===== config.mk =====
export PLATFORM = sky130hd
export DESIGN_NAME = hazard_ctrl
export DESIGN_NICKNAME = d
export VERILOG_FILES = /design/src/rtl/hazard_ctrl_pkg.sv /design/src/rtl/hazard_ctrl_src_use_dec.sv /design/src/rtl/hazard_ctrl.sv
export SDC_FILE = /design/constraint.sdc
export NUM_CORES = 1
export LEC_CHECK = 0
export ABC_AREA = 1
export CORE_AREA = 3 3 87 89
export CTS_BUF_LIST = sky130_fd_sc_hd__clkbuf_16
export DETAILED_ROUTE_END_ITERATION = 10
export DIE_AREA = 0 0 90 92
export PLACE_DENSITY = 0.81
export REMOVE_ABC_BUFFERS = 1
export SLEW_MARGIN = 15
export SYNTH_ARGS = -nofsm -noshare
export SYNTH_HDL_FRONTEND = slang
export SYNTH_SLANG_ARGS = --single-unit

===== constraint.sdc =====
create_clock -name clk -period 2.8 [get_ports clk]
set_input_delay 0.7 -clock clk [delete_from_list [all_inputs] [get_ports clk]]
set_output_delay 0.7 -clock clk [all_outputs]
set_load 0.005 [all_outputs]

===== src/rtl/hazard_ctrl_pkg.sv =====
// Shared core definitions for the hazard/flow controller.
//   - RV32 major opcodes seen by the ID-stage source decoder
//   - bit positions of the EX-stage control word
//   - hazard FSM state encoding
package hazard_ctrl_pkg;

  localparam logic [6:0] R_TYPE_OP  = 7'b0110011;
  localparam logic [6:0] ADDI_OP    = 7'b0010011;
  localparam logic [6:0] LD_OP      = 7'b0000011;
  localparam logic [6:0] JALR_OP    = 7'b1100111;
  localparam logic [6:0] S_TYPE_OP  = 7'b0100011;
  localparam logic [6:0] SB_TYPE_OP = 7'b1100011;
  localparam logic [6:0] UJ_TYPE_OP = 7'b1101111;

  // ctrl_ex bit indices
  localparam int REG_WRITE = 6;
  localparam int MEM_READ  = 5;

  typedef enum logic [1:0] {
    RUN   = 2'd0,
    STALL = 2'd1,
    FLUSH = 2'd2
  } state_e;

endpackage


===== src/rtl/hazard_ctrl_src_use_dec.sv =====
// src_use_dec: combinational decode of which source registers the ID
// instruction actually reads, and whether it resolves in ID (branch/JALR).
//   id_inst           in   instruction in ID
//   uses_rs1/uses_rs2 out  source field is a real operand
//   is_branch_or_jalr out  consumer compares/adds operands in ID
//   rs1/rs2           out  source register fields
module src_use_dec
  import hazard_ctrl_pkg::*;
#(
  parameter int XLEN = 32
) (
  input  logic [XLEN-1:0] id_inst,
  output logic            uses_rs1,
  output logic            uses_rs2,
  output logic            is_branch_or_jalr,
  output logic [4:0]      rs1,
  output logic [4:0]      rs2
);

  logic [6:0] opc;
  logic       unused_bits;

  assign opc         = id_inst[6:0];
  assign rs1         = id_inst[19:15];
  assign rs2         = id_inst[24:20];
  assign unused_bits = ^{id_inst[XLEN-1:25], id_inst[14:7]};

  always_comb begin
    uses_rs1          = 1'b0;
    uses_rs2          = 1'b0;
    is_branch_or_jalr = 1'b0;
    case (opc)
      R_TYPE_OP, S_TYPE_OP: begin
        uses_rs1 = 1'b1;
        uses_rs2 = 1'b1;
      end
      SB_TYPE_OP: begin
        uses_rs1          = 1'b1;
        uses_rs2          = 1'b1;
        is_branch_or_jalr = 1'b1;
      end
      ADDI_OP, LD_OP: uses_rs1 = 1'b1;
      JALR_OP: begin
        uses_rs1          = 1'b1;
        is_branch_or_jalr = 1'b1;
      end
      default: ; // JAL (UJ_TYPE_OP) and unknown opcodes read nothing
    endcase
  end

endmodule


===== src/rtl/hazard_ctrl.sv =====
// hazard_ctrl: load-use / compare-in-ID stall and jump flush controller.
//   clk, reset_n                    clock, async active-low reset
//   id_inst                         instruction in ID
//   ex_rd/ex_reg_write/ex_mem_read  EX destination and control bits
//   mem_rd/mem_mem_read             MEM destination and load flag
//   control_j                       ID-stage taken jump/branch
//   pc_write/ifid_write             pipeline front-end enables
//   ifid_flush/idex_bubble          squash IF/ID, zero ID/EX control
//   stall_cnt                       cumulative frozen cycles
//   state                           FSM state (debug)
module hazard_ctrl
  import hazard_ctrl_pkg::*;
#(
  parameter int XLEN  = 32,
  parameter int CNT_W = 2
) (
  input  logic            clk,
  input  logic            reset_n,
  input  logic [XLEN-1:0] id_inst,
  input  logic [XLEN-1:0] ex_rd,
  input  logic            ex_reg_write,
  input  logic            ex_mem_read,
  input  logic [XLEN-1:0] mem_rd,
  input  logic            mem_mem_read,
  input  logic            control_j,
  output logic            pc_write,
  output logic            ifid_write,
  output logic            ifid_flush,
  output logic            idex_bubble,
  output logic [XLEN-1:0] stall_cnt,
  output logic [1:0]      state
);

  logic             uses_rs1, uses_rs2, is_bj;
  logic [4:0]       rs1, rs2;
  logic             ex_match, mem_match;
  logic [CNT_W-1:0] n_stall;
  state_e           state_q, state_d;
  logic [CNT_W-1:0] cnt_q, cnt_d;
  logic             unused_rd;

  assign unused_rd = ^{ex_rd[XLEN-1:5], mem_rd[XLEN-1:5]};

  src_use_dec #(.XLEN(XLEN)) u_dec (
    .id_inst          (id_inst),
    .uses_rs1         (uses_rs1),
    .uses_rs2         (uses_rs2),
    .is_branch_or_jalr(is_bj),
    .rs1              (rs1),
    .rs2              (rs2)
  );

  // x0 never carries a dependency
  assign ex_match  = (ex_rd[4:0] != 5'd0) &&
                     ((uses_rs1 && rs1 == ex_rd[4:0]) || (uses_rs2 && rs2 == ex_rd[4:0]));
  assign mem_match = (mem_rd[4:0] != 5'd0) &&
                     ((uses_rs1 && rs1 == mem_rd[4:0]) || (uses_rs2 && rs2 == mem_rd[4:0]));

  // Stall depth is the max over the rules, so overlapping EX/MEM loads
  // give 2, never a sum.
  always_comb begin
    n_stall = '0;
    if (is_bj && ex_mem_read && ex_match)
      n_stall = CNT_W'(2);
    else if ((ex_mem_read && ex_match) ||
             (is_bj && ex_reg_write && !ex_mem_read && ex_match) ||
             (is_bj && mem_mem_read && mem_match))
      n_stall = CNT_W'(1);
  end

  always_comb begin
    state_d     = state_q;
    cnt_d       = cnt_q;
    pc_write    = 1'b1;
    ifid_write  = 1'b1;
    ifid_flush  = 1'b0;
    idex_bubble = 1'b0;
    if (!reset_n) begin
      pc_write    = 1'b0;
      ifid_write  = 1'b0;
      idex_bubble = 1'b1;
    end else begin
      case (state_q)
        RUN: begin
          if (n_stall != '0) begin
            // hazard beats a simultaneous jump; jump is re-decided later
            pc_write    = 1'b0;
            ifid_write  = 1'b0;
            idex_bubble = 1'b1;
            if (n_stall > CNT_W'(1)) begin
              state_d = STALL;
              cnt_d   = n_stall - CNT_W'(1);
            end
          end else if (control_j) begin
            ifid_flush = 1'b1;
            state_d    = FLUSH;
          end
        end
        STALL: begin
          // frozen: control_j is stale and hazards are not re-evaluated
          pc_write    = 1'b0;
          ifid_write  = 1'b0;
          idex_bubble = 1'b1;
          cnt_d       = cnt_q - CNT_W'(1);
          if (cnt_q == CNT_W'(1)) state_d = RUN;
        end
        FLUSH: begin
          idex_bubble = 1'b1;
          state_d     = RUN;
        end
        default: state_d = RUN;
      endcase
    end
  end

  always_ff @(posedge clk or negedge reset_n) begin
    if (!reset_n) begin
      state_q   <= RUN;
      cnt_q     <= '0;
      stall_cnt <= '0;
    end else begin
      state_q <= state_d;
      cnt_q   <= cnt_d;
      if (!pc_write) stall_cnt <= stall_cnt + XLEN'(1);
    end
  end

  assign state = state_q;

endmodule

==> impl_metrics.csv <==
group,metric,value,unit
worst_setup_path,cp-start-kind,"input port",
cts,cts_sinks,36,
floorplanning,core_area,0.00683,mm2
worst_setup_path,critPathBufInv,2,
global_routing,gr-usage-met1,24.4,%
global_routing,global_route.usage.met2,32.2,%
finish,fill_cells,676,
worst_setup_path,worstPathMaxFanout,4,
run,drv_cap,0,
worst_hold_path,whs_endpoint,"cnt_q[1]",
sta,max-slew-margin-rel,63.7,%
floorplanning,die_area,0.00828,mm2
global_routing,first_global_vias,2895,
routing,viasPerCell,4.91,
cts,cts_tree,"done",
worst_hold_path,hp-class,"flip-flop to flip-flop",
global_routing,grt_max_degree,61,
power_and_ir_drop,p_int,1260,uW
cts,h-tree-depth,2,
worst_setup_path,reg2reg_depth,8,
worst_setup_path,cp.arrival,1990,ps
cts,cts_root_buf,"clkbuf_16",
routing,drt_pre_antenna_iters,4,
routing,wl_per_cell,13.2,um
worst_setup_path,rr_startpoint,"stall_cnt[0]",
placement,place_area,0.00366,mm2
placement,place_congestion,0.951,
placement,io_buffers,70,
worst_setup_path,critical_path.slowest_cell,"dlygate4sd2_1",
global_routing,use_met3,3.61,%
power_and_ir_drop,p_sw,627,uW
power_and_ir_drop,p_clk_share,26.9,%
sta,finalHoldViolations,0,
global_routing,grt_overflow,0,
sta,fmax,371,MHz
sta,skew,5.02,ps
routing,drtIter0Drc,169,
sta,fin_crit,2690,ps
finish,area_delta_synth_final,34.0,%
global_routing,grt_pass1_wl,13000,um
finish,drive_gt1_share,14.5,%
routing,drtAntennaViolNets,0,
cts,clock_path_buffers,2,
global_routing,antenna_found_initial,0,
worst_setup_path,r2r_slack,660,ps
cts,numCtsBuffers,5,
worst_setup_path,slowest_delay,270,ps
worst_setup_path,endpoint_kind,"output port",
power_and_ir_drop,p_leak,0.00175,uW
cts,worstSkewPairLatency,280,ps
worst_setup_path,timing.rr.end,"stall_cnt[30]",
power_and_ir_drop,ir_drop,0.359,mV
worst_setup_path,crit_family,"simple AND/OR/NAND/NOR gates",
floorplanning,row_count,30,
sta,worst_slew_pin_slew,545,ps
worst_hold_path,worstHoldPathCells,2,
global_routing,track_usage,19.1,%
power_and_ir_drop,powerDensity,500,mW/mm2
floorplanning,dieWidth,90,um
floorplanning,dieHeight,92,um
cts,clkTransAtPathRegs,50,ps
finish,finalNetCount,605,
floorplanning,pin_count,140,
synth,synthFlopType,"dfrtp_1",
placement,pre_cts_slack,-627,ps
synth,synth_area,0.00282,mm2
worst_setup_path,cp.required,2100,ps
sta,finalCritPeriodShare,96.1,%
placement,hpwlAfterDp,5900,um
power_and_ir_drop,netSwitchingFraction,33.2,%
synth,synth_edf_count,0,
status,outcome,"finished, final reports clean",
synth,syn_area_per_cell,6.83,um2
power_and_ir_drop,pwr-share-comb,33.4,%
worst_hold_path,min-delay-start,"cnt_q[1]",
worst_setup_path,path_cells,"dlygate4sd2_1 -> xor2_1 -> nor2_1 -> nand3_1 -> nand2_2 -> nand3_4 -> nand2_4 -> a21oi_1 -> o21ai_1 -> buf_2",
synth,ys_seq_area_share,31.9,%
routing,drc,0,
sta,setup_violations,0,
synth,synth_seq_cells,36,
global_routing,gr-max-usage-layer,"met2",
sta,fin_tns_setup,0,ps
finish,final_area,0.00378,mm2
synth,ys_types,29,
routing,vias,2907,
finish,antenna_cells,0,
sta,setup_ws,108,ps
floorplanning,start_util,41.3,%
routing,routed_wl,7790,um
synth,synth_warnings,0,
sta,maxSlewViolCount,0,
synth,synthesis.instances,413,
worst_setup_path,path_class,"input port to output port",
power_and_ir_drop,p_seq_share,39.7,%
synth,async_flop_share,100,%
[cells in the mapped netlist (2+ instances only)]
master	number	area, um2
nand2_1	127	477
inv_1	52	195
nor2_1	41	154
dfrtp_1	36	901
xor2_1	34	298
nor3_1	19	95.1
o21ai_1	18	90.1
o21ai_0	15	75.1
nand3_1	13	65.1
inv_2	9	33.8
nor4_1	7	43.8
nand4_1	6	37.5
buf_6	5	56.3
ha_1	5	62.6
nand3_2	4	40.0
a21oi_1	3	15.0
nor2_2	3	18.8
xnor2_1	3	26.3
nand2_4	2	22.5
nor3_2	2	20.0
[metal layers]
metal	share of wire (%)	routed length, um	up-vias
met2	48	3740	94
met1	43	3380	1331
met4	2.4	184	0
met3	6.2	486	21
met5	0	0	-
li1	-	-	1461
[logic make-up after synthesis]
| logic type | count (synthesis) | share of synthesized area (%) |
|---|---|---|
| xor gates and xnor gates | 38 | 12.1 |
| and+or+nand+nor | 229 | 36.2 |
| DFF | 36 | 31.9 |
| buffers and inverters | 68 | 10.9 |
| AOI/OAI and AO/OA | 37 | 6.70 |
| adders and majority gates | 5 | 2.22 |
[through the flow]
stage | instances | utilization, % | hold WS, ps | total power, uW
5_1_grt | 592 | 55.3 | 551 | 2010
4_1_cts | 592 | 55.3 | 498 | 1900
2_1_floorplan | 406 | - | 404 | 1030
3_5_place_dp | 586 | 53.6 | 484 | 1400
3_3_place_gp | 586 | 53.6 | 466 | 1370
6_report | 592 | 55.3 | 495 | 1890
[cell type report]
| class | count | area [um2] | area share [%] |
|---|---|---|---|
| Clock buffer | 5 | 125 | 3.31 |
| Multi-Input combinational cell | 309 | 1670 | 44.1 |
| Tap cell | 96 | 120 | 3.18 |
| Sequential cell | 36 | 901 | 23.8 |
| Timing Repair Buffer | 85 | 734 | 19.4 |
| Inverter | 61 | 231 | 6.12 |
[tightest hold or removal path: stages, from the launching register on]
cell and delay (ps):
dfrtp_1 340, nand2_1 60, nand2_1 60
[state kept, by name, indices dropped and copies added (netlist names)]
name	flops
stall_cnt	32
state	2
cnt_q	2
[power by group through the flow]
stage	logic, uW	registers (uW)	clock network, uW
after floorplan	293	741	0
after global placement	623	751	0
after detailed placement	642	757	0
after CTS	632	750	515
after global routing	707	767	534
final	630	751	507
[worst max path at each step]
stage	from	endpoint	slack, ps	cells after the start
6_report	id_inst[17]	idex_bubble	110	10
4_1_cts	id_inst[3]	pc_write	20	13
2_1_floorplan	id_inst[2]	ifid_write	300	10
5_1_grt	id_inst[2]	idex_bubble	-6	11
3_3_place_gp	mem_rd[3]	idex_bubble	-610	12
3_5_place_dp	mem_rd[3]	idex_bubble	-630	12
[what timing repair did]
action                     4_1_cts  5_1_grt
hold buffers                     0        0
resized for setup               54       32
pin swaps                       14       19
cloned                           0        0
setup endpoints to repair        4        3
buffers inserted                 1        1
[layout by cell type, fill, tap and decap left out, drive strengths merged]
cell / n
dlygate4sd2: 11
nor3b: 1
xnor2: 3
ha: 5
or2: 1
nor4: 7
clkdlybuf4s15: 8
xor2: 35
nand2: 131
nand3b: 1
o21ai: 34
nor3: 21
buf: 20
nor2: 44
clkdlybuf4s50: 38
nand3: 17
inv: 61
nand4: 6
a21oi: 3
clkbuf: 13
dfrtp: 36
No activity file was read; power rests on OpenSTA's default activity.
